==> src/rtl/switch_debouncer.sv <==
`timescale 1ns/1ps
`default_nettype none
// ============================================================================
// switch_debouncer : two-flop synchronizer, per-bit debounce, change strobe.
// Optional SWITCH_DEBOUNCER_EDGE_DETECT_EN adds per-bit rise/fall pulses.
// Revision 1.0
// ============================================================================
module switch_debouncer #(
  parameter int WIDTH         = 4,
  parameter int STABLE_CYCLES = 16,
  parameter int CNT_WIDTH     = $clog2(STABLE_CYCLES)
) (
  input  logic             clock,
  input  logic             reset,
  input  logic [WIDTH-1:0] raw_switches,
  output logic [WIDTH-1:0] switches,
`ifdef SWITCH_DEBOUNCER_EDGE_DETECT_EN
  output logic [WIDTH-1:0] rise,
  output logic [WIDTH-1:0] fall,
`endif
  output logic             changed
);

  localparam logic [CNT_WIDTH-1:0] c_CNT_MAX = CNT_WIDTH'(STABLE_CYCLES - 1);
  localparam logic [CNT_WIDTH-1:0] c_CNT_ONE = CNT_WIDTH'(1);

  logic [WIDTH-1:0]     r_sync1;
  logic [WIDTH-1:0]     r_sync2;
  logic [WIDTH-1:0]     r_switches;
  logic                 r_changed;
  logic [CNT_WIDTH-1:0] r_cnt     [WIDTH];
  logic [CNT_WIDTH-1:0] w_cnt_nxt [WIDTH];
  logic [WIDTH-1:0]     w_sw_nxt;
  logic [WIDTH-1:0]     w_update;

  // Any agreement between s2 and the output restarts that bit's count.
  always_comb begin
    w_sw_nxt = r_switches;
    w_update = '0;
    for (int i = 0; i < WIDTH; i++) begin
      w_cnt_nxt[i] = '0;
      if (r_sync2[i] != r_switches[i]) begin
        if (r_cnt[i] == c_CNT_MAX) begin
          w_sw_nxt[i] = r_sync2[i];
          w_update[i] = 1'b1;
        end else begin
          w_cnt_nxt[i] = r_cnt[i] + c_CNT_ONE;
        end
      end
    end
  end

  always_ff @(posedge clock or negedge reset) begin
    if (!reset) begin
      r_sync1    <= '0;
      r_sync2    <= '0;
      r_switches <= '0;
      r_changed  <= 1'b0;
      for (int i = 0; i < WIDTH; i++) begin
        r_cnt[i] <= '0;
      end
    end else begin
      r_sync1    <= raw_switches;
      r_sync2    <= r_sync1;
      r_switches <= w_sw_nxt;
      r_changed  <= |w_update;
      for (int i = 0; i < WIDTH; i++) begin
        r_cnt[i] <= w_cnt_nxt[i];
      end
    end
  end

  assign switches = r_switches;
  assign changed  = r_changed;

`ifdef SWITCH_DEBOUNCER_EDGE_DETECT_EN
  logic [WIDTH-1:0] r_rise;
  logic [WIDTH-1:0] r_fall;

  always_ff @(posedge clock or negedge reset) begin
    if (!reset) begin
      r_rise <= '0;
      r_fall <= '0;
    end else begin
      r_rise <= w_update & w_sw_nxt;
      r_fall <= w_update & ~w_sw_nxt;
    end
  end

  assign rise = r_rise;
  assign fall = r_fall;
`endif

endmodule
`default_nettype wire

==> config.mk <==
export PLATFORM = sky130hd
export DESIGN_NAME = switch_debouncer
export DESIGN_NICKNAME = d
export VERILOG_FILES = /design/src/rtl/switch_debouncer.sv
export SDC_FILE = /design/constraint.sdc
export NUM_CORES = 1
export LEC_CHECK = 0
export CORE_MARGIN = 2
export CORE_UTILIZATION = 54
export CTS_CLUSTER_SIZE = 40
export DETAILED_ROUTE_END_ITERATION = 8
export GPL_TIMING_DRIVEN = 0
export PLACE_DENSITY = 0.74
export SYNTH_ARGS = -nofsm -noshare
export SYNTH_HDL_FRONTEND = slang
export SYNTH_SLANG_ARGS = --single-unit
==> constraint.sdc <==
create_clock -name clock -period 1.5 [get_ports clock]
set_clock_uncertainty 0.05 [all_clocks]
set_input_delay 0.3 -clock clock [delete_from_list [all_inputs] [get_ports clock]]
set_output_delay 0.3 -clock clock [all_outputs]
set_load 0.02 [all_outputs]
==> impl_metrics.csv, run 1 <==
group,metric,value,unit
run_status,outcome,"finished, final reports clean",
drt,wl_met1,823,µm
sta,fmax,0.6948,GHz
clock_tree,cts_buffer_depth,2,
critical_path,required,1.15,ns
global_route,grt_pass1_vias,705,
drt,drt_first_pass_iters,5,
layout,syn_to_final_growth,18.98,%
sta,min_period,1.439,ns
die,die_area,2522,µm²
global_route,grt_max_degree,30,
die,initial_core_util,0.5821,
die,num_io_pins,11,
drt,vias,681,
drt,drc,0,
die,row_count,16,
sta,tightest_slew,0.6137,ns
layout,fin_cells,131,
hold_path,hold_path_startpoint,"r_sync1[1]",
critical_path,worstReg2RegStart,"r_cnt[12]",
job,max-cap-violations,0,
synth,netlist_top_cells_area,"dfrtp_1 63%, xnor2_1 4.6%, ha_1 4.3%",
drt,routed_wl,1742,µm
critical_path,critPathKind,"flip-flop to output pin",
critical_path,rrSetupSlack,0.15,ns
synth,ys_seq_area_frac,0.6291,
hold_path,hold_depth,0,
synth,yosysUniqueCellTypes,19,
layout,final_common_cell,"dfrtp_1",
critical_path,reg2reg_depth,3,
drt,route.met3.wl,83,µm
clock_tree,clkLatencyLatePin,0.32,ns
critical_path,crit_fanout,3,
synth,synth_fp_nets,95,
drt,drtIter0Drc,16,
synth,synth_cells,85,
critical_path,crit_chain,"dlygate4sd2_1",
sta,final_max_slew_viol_count,0,
drt,wire_per_inst,13.30,µm
place,placed_area,1287,µm²
synth,yosys.area.top_type,"dfrtp_1",
drt,viasPerCell,5.198,
clock_tree,cts_made_buffers,5,
critical_path,critPathLaunchType,"flip-flop",
synth,yosys.area.top_type_share,0.6291,
place,dp_hpwl,1160,µm
critical_path,crit_buf_inv,1,
sta,period_share,0.9595,
layout,diodes,0,
synth,ys_ff_latch,29,
clock_tree,clock-sinks,29,
critical_path,slowest_delay,0.42,ns
clock_tree,htreeDepth,2,
drt,route.met2.wl,784,µm
layout,design_area,1373,µm²
drt,antenna_left,0,
layout,final_cell_mix,"29 x dfrtp_1, 8 x a21oi_1, 6 x xnor2_1",
sta,setup_tns,0,ns
place,dp.cells,122,
critical_path,cp.arrival,1.09,ns
global_route,grt_usage,0.1725,
synth,netlist_area,1154,µm²
die,fp.dieH,50.22,µm
clock_tree,cts_tree,"built",
sta,hold_viol_final,0,
critical_path,cp-end-kind,"output pin",
place,gp_congestion,0.7786,
critical_path,cp_top_family,"flip-flops",
layout,drive_gt1_frac,0.1827,
sta,setup_violations,0,
drt,dr.max_layer_used,"met4",
power,p_leak,0.6156,nW
die,core,1982,µm²
hold_path,hold_class,"flip-flop to flip-flop",
clock_tree,cts_root_buf,"clkbuf_4",
sta,rsz0062_at_grt,"no",
hold_path,holdPathEnd,"r_sync2[1]",
place,pre_cts_ws,-0.3771,ns
place,portBuffers,10,
critical_path,timing.rr.end,"switches[0]",
power,p_per_area,1163,nW/µm²
critical_path,crit_cells,1,
global_route,antenna_found_initial,0,
global_route,grt_pass1_wl,3029,µm
die,dieWidth,50.22,µm
layout,fillCellCount,145,
sta,relSlewSlack,0.5909,
synth,avgSynthCellArea,13.57,µm²
clock_tree,clk_pin_slew_worst_paths,0.08,ns
critical_path,crit_slowest_cell,"dfrtp_1",
power,ir_drop,0.8746,mV
synth,synth_warnings,0,
global_route,grt_overflow,0,
sta,fin_ws,0.06069,ns
layout,fin_nets,113,
state kept, by name, indices dropped and copies added (netlist names):
name      flops
r_cnt        16
r_sync1       4
r_sync2       4
switches      4
changed       1
how the worst max path moves through the flow:
stage	start	endpoint	slack (ns)
2_1_floorplan	r_cnt[12]	switches[0]	0.24
3_3_place_gp	reset	r_sync1[3]	-0.35
3_5_place_dp	reset	r_sync2[3]	-0.38
4_1_cts	switches[1]	switches[1]	0.04
5_1_grt	switches[0]	switches[0]	0.01
6_report	switches[0]	switches[0]	0.06
synth_stat cells, drive strengths merged:
library cell	n
a21oi	8
nand4b	4
o22a	1
nor3b	2
o21ai	4
xnor2	8
ha	4
and2b	1
inv	4
nor2b	3
o221ai	1
nor2	4
and3	2
nand3	4
dfrtp	29
mux2	4
nor3	2
logic make-up after synthesis:
logic type               Yosys count  share of synthesized area
AO/OA/AOI/OAI                     14                    0.06725
flip-flops                        29                     0.6291
buffers and inverters              4                    0.01301
adder cells (fa/ha/maj)            4                    0.04339
AND/OR/NAND/NOR                   22                     0.1345
multiplexers                       4                    0.03904
XOR/XNOR                           8                    0.07375
where the power goes:
part	leakage (nW)	internal, mW	switching (mW)
clock	0.0455	0.398	0.252
sequential	0.376	0.818	0.0338
combinational	0.194	0.0481	0.0459
total	0.616	1.26	0.332
per-stage QoR:
stage               hold WS, ns  utilization  power (mW)
floorplan              -0.04559            -      0.9164
global placement         0.2820       0.6496      0.9551
detailed placement       0.2886       0.6496      0.9610
CTS                      0.3135       0.6888       1.616
global route             0.3242       0.6926       1.674
finish                   0.3115       0.6926       1.596
cell type report:
cell class	count	area, µm²	area share
repair buffers	11	100.1	0.07293
multi-input cells	52	412.9	0.3008
clock buffers	7	55.05	0.04011
well taps	27	33.78	0.02461
inverters	4	15.01	0.01094
flip-flops and latches	29	725.7	0.5287
clock inverters	1	30.03	0.02188
timing repair:
item,in CTS,in global routing
setup buffers,0,0
gates resized for setup,6,1
hold endpoints to repair,0,29
hold buffers,0,1
setup endpoints to repair,34,1
per-layer routing:
| layer | global-route usage | vias up |
|---|---|---|
| met5 | 0 | - |
| met4 | 0.1389 | 0 |
| met3 | 0.05357 | 6 |
| met2 | 0.2500 | 19 |
| met1 | 0.2108 | 320 |
| li1 | - | 336 |
Power figures use the tool's default switching activity.
==> run 2, diff against run 1 <==
--- a/config.mk
+++ b/config.mk
@@ -7,6 +7,7 @@
 export LEC_CHECK = 0
 export CORE_MARGIN = 2
 export CORE_UTILIZATION = 54
+export CTS_CLUSTER_DIAMETER = 50
 export CTS_CLUSTER_SIZE = 40
 export DETAILED_ROUTE_END_ITERATION = 8
 export GPL_TIMING_DRIVEN = 0
==> constraint.sdc (replaced) <==
create_clock -name clock -period 1.5 [get_ports clock]
set_clock_uncertainty 0.05 [all_clocks]
set_input_delay 0.15 -clock clock [delete_from_list [all_inputs] [get_ports clock]]
set_output_delay 0.15 -clock clock [all_outputs]
set_load 0.02 [all_outputs]
==> run 2 against run 1 <==
Maximum frequency decreased by 0.75%. Critical path depth stayed put. Total power is essentially flat. Sequential share of layout area unchanged. Die area unchanged. First-iteration DRC count did not move. Global-route usage is the same. Routed wire length is 0.40% lower. Sequential cell count is the same. Critical path type unchanged. Largest cell class unchanged. Highest routed layer unchanged.
==> impl_metrics.csv, run 2 (same netlist as run 1, synthesis figures left out) <==
group,metric,value,unit
power,p_total,1.596,mW
die,num_io_pins,11,
job,max-cap-violations,0,
sta,setup_violations,0,
critical_path,cp.arrival,1.25,ns
place,gp_congestion,0.7786,
global_route,grt_pass1_vias,705,
sta,hold-worst-slack,0.2119,ns
drt,antenna_left,0,
critical_path,crit_buf_inv,1,
layout,largest-register,"r_cnt",
critical_path,slowest_delay,0.59,ns
power,pwr-share-seq,0.534,
critical_path,required,1.30,ns
global_route,antenna_found_initial,0,
critical_path,reg2reg_depth,3,
global_route,grt_usage,0.1725,
power,comb_power_share,0.059,
place,dp_hpwl,1160,µm
layout,final_cell_mix,"29 x dfrtp_1, 8 x a21oi_1, 6 x xnor2_1",
clock_tree,cts_buffer_depth,2,
power,intPower,1.264,mW
clock_tree,clkLatencyLatePin,0.32,ns
layout,design_area,1373,µm²
global_route,grt_overflow,0,
die,row_count,16,
sta,tightest_slew,0.6137,ns
clock_tree,htreeDepth,2,
power,pwr-share-clk,0.407,
sta,fmax,0.6896,GHz
critical_path,cp_top_family,"buffers and inverters",
global_route,grt_pass1_wl,3029,µm
layout,fin_nets,113,
critical_path,rrSetupSlack,0.15,ns
layout,multiInputGateArea,412.9,µm²
critical_path,worstReg2RegStart,"r_cnt[12]",
sta,setup_tns,0,ns
die,die_area,2522,µm²
hold_path,holdPathEnd,"r_sync1[3]",
sta,period_share,0.9668,
sta,hold_viol_final,0,
power,swShare,0.2078,
die,core,1982,µm²
layout,syn_to_final_growth,18.98,%
die,dieWidth,50.22,µm
critical_path,crit_fanout,1,
sta,relSlewSlack,0.5909,
clock_tree,clock-sinks,29,
clock_tree,clk_pin_slew_worst_paths,0.09,ns
place,placed_area,1287,µm²
layout,fin_util,0.6926,
power,ir_drop,0.8745,mV
drt,vias,675,
hold_path,hold_depth,1,
hold_path,hold_path_startpoint,"raw_switches[3]",
layout,fillCellCount,144,
drt,drtIter0Drc,16,
sta,min_period,1.450,ns
drt,drc,0,
critical_path,critPathKind,"flip-flop to output pin",
sta,final_max_slew_viol_count,0,
clock_tree,cts_tree,"built",
drt,wire_per_inst,13.24,µm
layout,diodes,0,
power,p_per_area,1163,nW/µm²
die,fp.dieH,50.22,µm
critical_path,crit_chain,"clkdlybuf4s50_1",
critical_path,cp-end-kind,"output pin",
die,initial_core_util,0.5821,
critical_path,critPathLaunchType,"flip-flop",
layout,final-seq-area,725.7,µm²
drt,viasPerCell,5.153,
place,portBuffers,10,
hold_path,hold_class,"input pin to flip-flop",
run_status,outcome,"finished, final reports clean",
sta,rsz0062_at_grt,"no",
global_route,grt_max_degree,30,
drt,routed_wl,1735,µm
drt,drt_first_pass_iters,4,
layout,largest_reg_flops,16,
layout,drive_gt1_frac,0.1827,
critical_path,timing.rr.end,"switches[0]",
clock_tree,cts_setup_buffers,0,
critical_path,crit_slowest_cell,"clkdlybuf4s50_1",
layout,final_common_cell,"dfrtp_1",
clock_tree,cts_made_buffers,5,
power,switchingPower,331.5,µW
clock_tree,cts_root_buf,"clkbuf_4",
power,p_leak,0.6144,nW
run 2: layout make-up:
type	instances	share of cell area
Clock buffer	7	0.04011
Clock inverter	1	0.02188
Inverter	4	0.01094
Multi-Input combinational cell	52	0.3008
Sequential cell	29	0.5287
Tap cell	27	0.02461
Timing Repair Buffer	11	0.07293
run 2: worst max-delay path by stage:
stage             endpoint  cells after the start      start  slack (ns)
2_1_floorplan  switches[0]                      3  r_cnt[12]        0.24
3_3_place_gp    r_sync1[3]                      1      reset       -0.20
3_5_place_dp    r_sync2[3]                      1      reset       -0.23
4_1_cts            changed                      1    changed        0.03
5_1_grt            changed                      1    changed        0.02
6_report           changed                      1    changed        0.05
run 2: power by group through the flow:
stage	clock network, mW	logic [mW]	registers [mW]
floorplan	0	0.0566	0.860
global placement	0	0.0907	0.864
detailed placement	0	0.0941	0.867
CTS	0.670	0.0953	0.852
global route	0.707	0.109	0.858
finish	0.650	0.0939	0.852
run 2: what timing repair did:
item                       4_1_cts  5_1_grt
hold endpoints to repair         0       29
hold buffers                     0        1
setup endpoints to repair        4        0
gates resized for setup          4        0
run 2: stage by stage:
step / worst slack [ns] / cells
2_1_floorplan: 0.2440 / 85
3_3_place_gp: -0.1990 / 122
3_5_place_dp: -0.2271 / 122
4_1_cts: 0.03380 / 130
5_1_grt: 0.01921 / 131
6_report: 0.04983 / 131
run 2: layer usage:
layer / track usage / part of all wire / wire length, µm / up-vias
li1: - / - / - / 336
met3: 0.05357 / 0.043 / 75 / 6
met1: 0.2108 / 0.48 / 828 / 316
met5: 0 / 0 / 0 / -
met4: 0.1389 / 0.029 / 51 / 0
met2: 0.2500 / 0.45 / 780 / 17
